**config.mk**
```make
export PLATFORM = sky130hd
export DESIGN_NAME = reg_trace_streamer
export DESIGN_NICKNAME = d
export VERILOG_FILES = /design/src/rtl/reg_trace_pkg.sv /design/src/rtl/trace_fifo.sv /design/src/rtl/reg_trace_streamer.sv
export SDC_FILE = /design/constraint.sdc
export NUM_CORES = 2
export LEC_CHECK = 0
export CORE_MARGIN = 4
export CORE_UTILIZATION = 60
export CTS_CLUSTER_DIAMETER = 30
export DETAILED_ROUTE_END_ITERATION = 10
export GPL_ROUTABILITY_DRIVEN = 0
export GPL_TIMING_DRIVEN = 1
export PLACE_DENSITY_LB_ADDON = 0.3
export SYNTH_ARGS = -nofsm -noshare
export SYNTH_HDL_FRONTEND = slang
export SYNTH_SLANG_ARGS = --single-unit
```
**constraint.sdc**
```tcl
create_clock -name clock -period 15.2 [get_ports clock]
set_clock_uncertainty 0.15 [all_clocks]
set_input_delay 3.04 -clock clock [delete_from_list [all_inputs] [get_ports clock]]
set_output_delay 3.04 -clock clock [all_outputs]
set_load 0.01 [all_outputs]
```
**src/rtl/reg_trace_pkg.sv**
```systemverilog
// Shared types for the register trace streamer.
// FSM states, record kinds and record width helper.
package reg_trace_pkg;

  typedef enum logic {
    ST_IDLE = 1'b0,
    ST_SNAP = 1'b1
  } state_t;

  localparam logic KIND_LIVE = 1'b0;
  localparam logic KIND_SNAP = 1'b1;

  // Packed record layout: {kind, line, addr, data}
  function automatic int entryW(
    input int lineW,
    input int addrW,
    input int dataW
  );
    return 1 + lineW + addrW + dataW;
  endfunction

endpackage

```
**src/rtl/trace_fifo.sv**
```systemverilog
// First-word-fall-through FIFO with occupancy output.
// Ports: push/pushData in, pop in, headData/notEmpty/full/level out.
module trace_fifo #(
  parameter int W     = 8,
  parameter int DEPTH = 16
) (
  input  logic                     clock,
  input  logic                     reset,
  input  logic                     push,
  input  logic [W-1:0]             pushData,
  input  logic                     pop,
  output logic [W-1:0]             headData,
  output logic                     notEmpty,
  output logic                     full,
  output logic [$clog2(DEPTH):0]   level
);

  localparam int AW = $clog2(DEPTH);
  localparam int LW = AW + 1;
  localparam logic [AW-1:0] PONE = AW'(1);
  localparam logic [LW-1:0] CONE = LW'(1);
  localparam logic [LW-1:0] FULLV = LW'(DEPTH);

  logic [W-1:0]  mem [DEPTH];
  logic [AW-1:0] wrPtr;
  logic [AW-1:0] rdPtr;
  logic [LW-1:0] count;

  always_ff @(posedge clock) begin
    if (push) mem[wrPtr] <= pushData;
  end

  always_ff @(posedge clock or negedge reset) begin
    if (!reset) begin
      wrPtr <= '0;
      rdPtr <= '0;
      count <= '0;
    end else begin
      if (push) wrPtr <= wrPtr + PONE;
      if (pop)  rdPtr <= rdPtr + PONE;
      unique case (1'b1)
        push && !pop: count <= count + CONE;
        pop && !push: count <= count - CONE;
        default: ;
      endcase
    end
  end

  assign headData = mem[rdPtr];
  assign notEmpty = count != '0;
  assign full     = count == FULLV;
  assign level    = count;

endmodule

```
**src/rtl/reg_trace_streamer.sv**
```systemverilog
// Register-file write tap: shadow copy, change filter, snapshot FSM.
// Ports: write tap in, snap_req in, trace_* valid/ready stream out, status out.
module reg_trace_streamer
  import reg_trace_pkg::*;
#(
  parameter int XLEN     = 32,
  parameter int NUM_REGS = 32,
  parameter int LINE_W   = 32,
  parameter int DEPTH    = 16,
  parameter int CNT_W    = 16
) (
  input  logic                        clock,
  input  logic                        reset,
  input  logic                        enable,
  input  logic                        mode_all,
  input  logic                        wr_en,
  input  logic [$clog2(NUM_REGS)-1:0] wr_addr,
  input  logic [XLEN-1:0]             wr_data,
  input  logic [LINE_W-1:0]           line,
  input  logic                        snap_req,
  output logic                        trace_valid,
  input  logic                        trace_ready,
  output logic                        trace_kind,
  output logic [LINE_W-1:0]           trace_line,
  output logic [$clog2(NUM_REGS)-1:0] trace_addr,
  output logic [XLEN-1:0]             trace_data,
  output logic                        snap_busy,
  output logic                        snap_done,
  output logic [$clog2(DEPTH):0]      fifo_level,
  output logic [CNT_W-1:0]            drop_count
);

  localparam int AW = $clog2(NUM_REGS);
  localparam int EW = entryW(LINE_W, AW, XLEN);
  localparam logic [AW-1:0] LAST = AW'(NUM_REGS - 1);
  localparam logic [AW-1:0] IONE = AW'(1);
  localparam logic [CNT_W-1:0] DONE1 = CNT_W'(1);

  logic [XLEN-1:0] shadow [NUM_REGS];
  state_t          state;
  state_t          nextState;
  logic [AW-1:0]   idx;
  logic            snapDone;
  logic [CNT_W-1:0] dropCnt;

  logic          wrHit;
  logic          liveEvt;
  logic          headValid;
  logic          full;
  logic          pop;
  logic          canPush;
  logic          snapPush;
  logic          livePush;
  logic          drop;
  logic          push;
  logic [EW-1:0] pushData;
  logic [EW-1:0] headData;

  assign wrHit   = wr_en && (wr_addr != '0);
  // Filter compares against the value before this edge's update
  assign liveEvt = wrHit && enable &&
                   (mode_all || (wr_data != shadow[wr_addr]));
  assign pop     = headValid && trace_ready;
  assign canPush = !full || pop;
  assign livePush = liveEvt && canPush;
  assign drop    = liveEvt && !canPush;
  assign push    = livePush || snapPush;

  always_comb begin
    nextState = state;
    snapPush  = 1'b0;
    unique case (state)
      ST_IDLE: begin
        if (snap_req) nextState = ST_SNAP;
      end
      ST_SNAP: begin
        // Live traffic wins; snapshot just stalls a cycle
        snapPush = !liveEvt && canPush;
        if (snapPush && idx == LAST) nextState = ST_IDLE;
      end
      default: nextState = ST_IDLE;
    endcase
  end

  always_comb begin
    pushData = '0;
    if (liveEvt) pushData = {KIND_LIVE, line, wr_addr, wr_data};
    else         pushData = {KIND_SNAP, line, idx, shadow[idx]};
  end

  always_ff @(posedge clock or negedge reset) begin
    if (!reset) begin
      state    <= ST_IDLE;
      idx      <= '0;
      snapDone <= 1'b0;
      dropCnt  <= '0;
    end else begin
      state    <= nextState;
      snapDone <= snapPush && (idx == LAST);
      if (state == ST_IDLE) idx <= '0;
      else if (snapPush)    idx <= idx + IONE;
      if (drop && dropCnt != '1) dropCnt <= dropCnt + DONE1;
    end
  end

  always_ff @(posedge clock or negedge reset) begin
    if (!reset) begin
      for (int i = 0; i < NUM_REGS; i++) shadow[i] <= '0;
    end else if (wrHit) begin
      shadow[wr_addr] <= wr_data;
    end
  end

  trace_fifo #(
    .W     (EW),
    .DEPTH (DEPTH)
  ) uFifo (
    .clock    (clock),
    .reset    (reset),
    .push     (push),
    .pushData (pushData),
    .pop      (pop),
    .headData (headData),
    .notEmpty (headValid),
    .full     (full),
    .level    (fifo_level)
  );

  // Head fields read as zero while empty so reset clears every output
  assign {trace_kind, trace_line, trace_addr, trace_data} =
    headValid ? headData : '0;
  assign trace_valid = headValid;
  assign snap_busy   = state == ST_SNAP;
  assign snap_done   = snapDone;
  assign drop_count  = dropCnt;

endmodule

```
==> results.md <==
- Crit path largest cell delay: 940 ps
- Nets: around 6k
- Vias per inst: 7.14
- Sink Count: roughly 2.2k
- Die area: approximately 0.17 mm2
- Seq/Total Area, Yosys: around 60%
- P per Cell Area: approximately 220 mW/mm2
- Commonest cells after routing, fill and taps aside: edfxtp_1 (1,120), dfrtp_1 (1,051), mux2_2 (997)
- Final WL: 309 mm
- Die width: approximately 410 um
- Clock Latency Late Sink: approximately 950 ps
- Critical Path AT: between 10,000 and 15,000 ps
- CP Class: in2reg
- Failing checks: capacitance limit
- Crit path max-delay family: buffers and inverters
- Met1 usage in global routing: 45.6%
- Total CTS buffers: 432
- Port buffer count: ~170
- Core area: roughly 0.16 mm2
- Library cells used by synthesis: between 50 and 60
- Hold Violations, Final: 0
- Syn Inst Count: 5,640
- RSZ-0062 raised after global routing: false
- DRC Markers: 0
- Clock-pin transition on the worst setup and hold timing paths: 50 ps
- CP cell instances: buf_8 > buf_4 > buf_4 > mux2i_1 > o22ai_1 > nor4_1 > nand2_1 > xor2_1 > nor4_1 > nand4_1 > o21a_4 > inv_2 > a21oi_2 > and3_4 > buf_4
- WL per Instance: approximately 37 um
- DIE HEIGHT: between 400 and 500 um
- Crit-path max FO: about 90
- M3 GR Usage: under 10%
- Post-route ant nets: 0
- Critical Path End Type: flop
- Commonest non-fill, non-tap cell in the layout: edfxtp_1
- FFs w/ async S/R, synth: between 40 and 50%
- Slew Limit Headroom: less than 1%
- Pin count of the biggest net entering global routing: about 200
- Row count: about 150
- Total GRT Usage: 36.0%
- Synth warnings: 0
- Critical Path RT: ~16,000 ps
- Initial Utilization: 60.6%
- Reg2Reg Depth: 12
- Fmax: about 100 MHz
- Htree depth: 5
- Max Cap Viol: 1
- Total power draw: 25.7 mW
- Detail Placement HPWL: 160 mm
- Grt met2 use: around three fifths
- Crit share post-route: 65.4%
- WHS: between 200 and 250 ps
- CP startpoint kind: primary input
- Ports: 170
- Area delta synth->final: 19.4%
- Cell leakage power: about 46 nW
- Hold Crit Depth: 0
- FF+latch count, synth: 2,180
- Clock Tree Root: clkbuf_16
- Placed Instances: about 7.6k
- Post-synth net total: ~5.7k
- First drt pass iteration count: 8
- # setup viols final: 0
- Outcome: finished with violations
- Share of cells above drive strength 1: 43.2%
- Final core occ: 72.3%
- Fin cells: 8,434
- Primary FF master, synth: edfxtp_1
- GRT Max-Usage Layer: met2
- Post-CTS Resized: 0
- Worst hold path type: reg2reg
- CTS tree: built
- Post-synth EDFFs: roughly 1.1k
- Vias in the first global route: roughly 63k
- Clock Path Buffers: 4
- Cts-stage hold buffer count: 0
- Slew Viols, Final: 0
- Post-Syn Area per Cell: about 18 um2
- Slowest-stage cell, CP: buf_4
- DR iter-0 viols: around 7.7k
- Post-CTS Setup Inserts: 0
- Number of buffer and inverter stages on the critical path: 5
- GR Overflow Total: 0
- Final min period: just under 10,000 ps
- Crit. path cell count: 15
- Max rail drop VDD: ~240 uV
- Routed vias: approximately 60k
- TNS Setup: 0 ps
- Initial antenna violation count: 16
- Worst Max-Slew Pin Slew: about 1500 ps
- Critical path's most frequent cell: buf_4
- First-pass GRT wire length: 451 mm
- Post-synthesis cell area: 0.0990 mm2
-- cell type report --
class	count	area [um2]
Inverter	9	33.8
Tap cell	2175	2720
Sequential cell	2180	60200
Multi-Input combinational cell	2935	37000
Fill cell	9451	45200
Antenna cell	12	30.0
Timing Repair Buffer	339	3070
Clock inverter	284	3670
Clock buffer	500	11500
-- flip-flops by register name, indices dropped and copies added, names as in the netlist --
register and count:
snap_busy 1, uFifo.mem 1120, uFifo.wrPtr 4, drop_count 16, uFifo.rdPtr 4, shadow 1024
snap_done 1, idx 5, uFifo.level 5
-- cells in the mapped netlist, types with 3 or more instances --
master / number / area [um2]
dfrtp_1: 1060 / 26500
buf_4: 12 / 90.1
nand3_1: 20 / 100
and3_1: 21 / 131
nor4_1: 54 / 338
a222oi_1: 3 / 30.0
nand2b_1: 4 / 25.0
or2_2: 7 / 43.8
buf_6: 11 / 124
mux2_2: 997 / 11200
o31ai_1: 6 / 45.0
nor2_1: 34 / 128
nand4_1: 8 / 50.1
xor2_1: 43 / 377
and2_1: 74 / 463
a21oi_1: 14 / 70.1
inv_1: 7 / 26.3
xnor2_1: 12 / 105
or4_1: 11 / 82.6
nand4bb_1: 5 / 56.3
clkbuf_1: 345 / 1290
nand4b_1: 4 / 35.0
ha_1: 11 / 138
or3_1: 4 / 25.0
o22ai_1: 193 / 1210
a211oi_1: 4 / 30.0
buf_2: 61 / 305
nand2_1: 104 / 390
nor3_1: 15 / 75.1
a31oi_1: 3 / 18.8
nor2b_1: 15 / 93.8
mux4_2: 714 / 16100
mux2i_1: 467 / 4670
edfxtp_1: 1120 / 33600
o21ai_0: 44 / 220
or4b_1: 3 / 30.0
a22oi_1: 20 / 150
buf_1: 87 / 327
-- logic make-up (layout without fill, tap and decap cells) --
group | after synthesis | in the layout | synth area share, %
other | 0 | 12 | 0
xor gates and xnor gates | 55 | 55 | 0.487
muxes | 2178 | 2178 | 32.3
adders and majority gates | 11 | 11 | 0.139
and+or+nand+nor | 391 | 391 | 2.16
DFF | 2180 | 2180 | 60.8
buffers and inverters | 525 | 1132 | 2.20
AOI/OAI and AO/OA | 300 | 300 | 1.90
-- metrics by stage --
step	cell area, um2	worst slack [ps]
after floorplan	99000	4230
after global placement	103000	4810
after detailed placement	103000	4760
after CTS	118000	5580
after global routing	118000	5220
final	118000	5250
-- power breakdown --
part           switching, mW  internal (mW)
Sequential             0.873           7.83
Clock                   3.28           6.65
Combinational           3.68           3.38
Total                   7.83           17.9
-- worst paths after layout --
kind,startpoint,to,slack (ps)
worst max register to register,shadow[952]$_DFFE_PN0P_,uFifo.mem[4][29]$_DFFE_PP_,9250
min in group asynchronous,reset,shadow[322]$_DFFE_PN0P_,1980
worst max-delay path,wr_addr[1],uFifo.mem[4][29]$_DFFE_PP_,5250
worst min-delay path,shadow[994]$_DFFE_PN0P_,shadow[994]$_DFFE_PN0P_,250
max in group asynchronous,reset,shadow[945]$_DFFE_PN0P_,10180
worst min register to register,shadow[994]$_DFFE_PN0P_,shadow[994]$_DFFE_PN0P_,250
-- layer usage --
layer	up-vias	part of all wire, %
met4	8	6.2
met3	1009	9.4
li1	23200	-
met2	4180	49
met1	31900	35
met5	-	0.018
(Power assumes the default switching activity.)
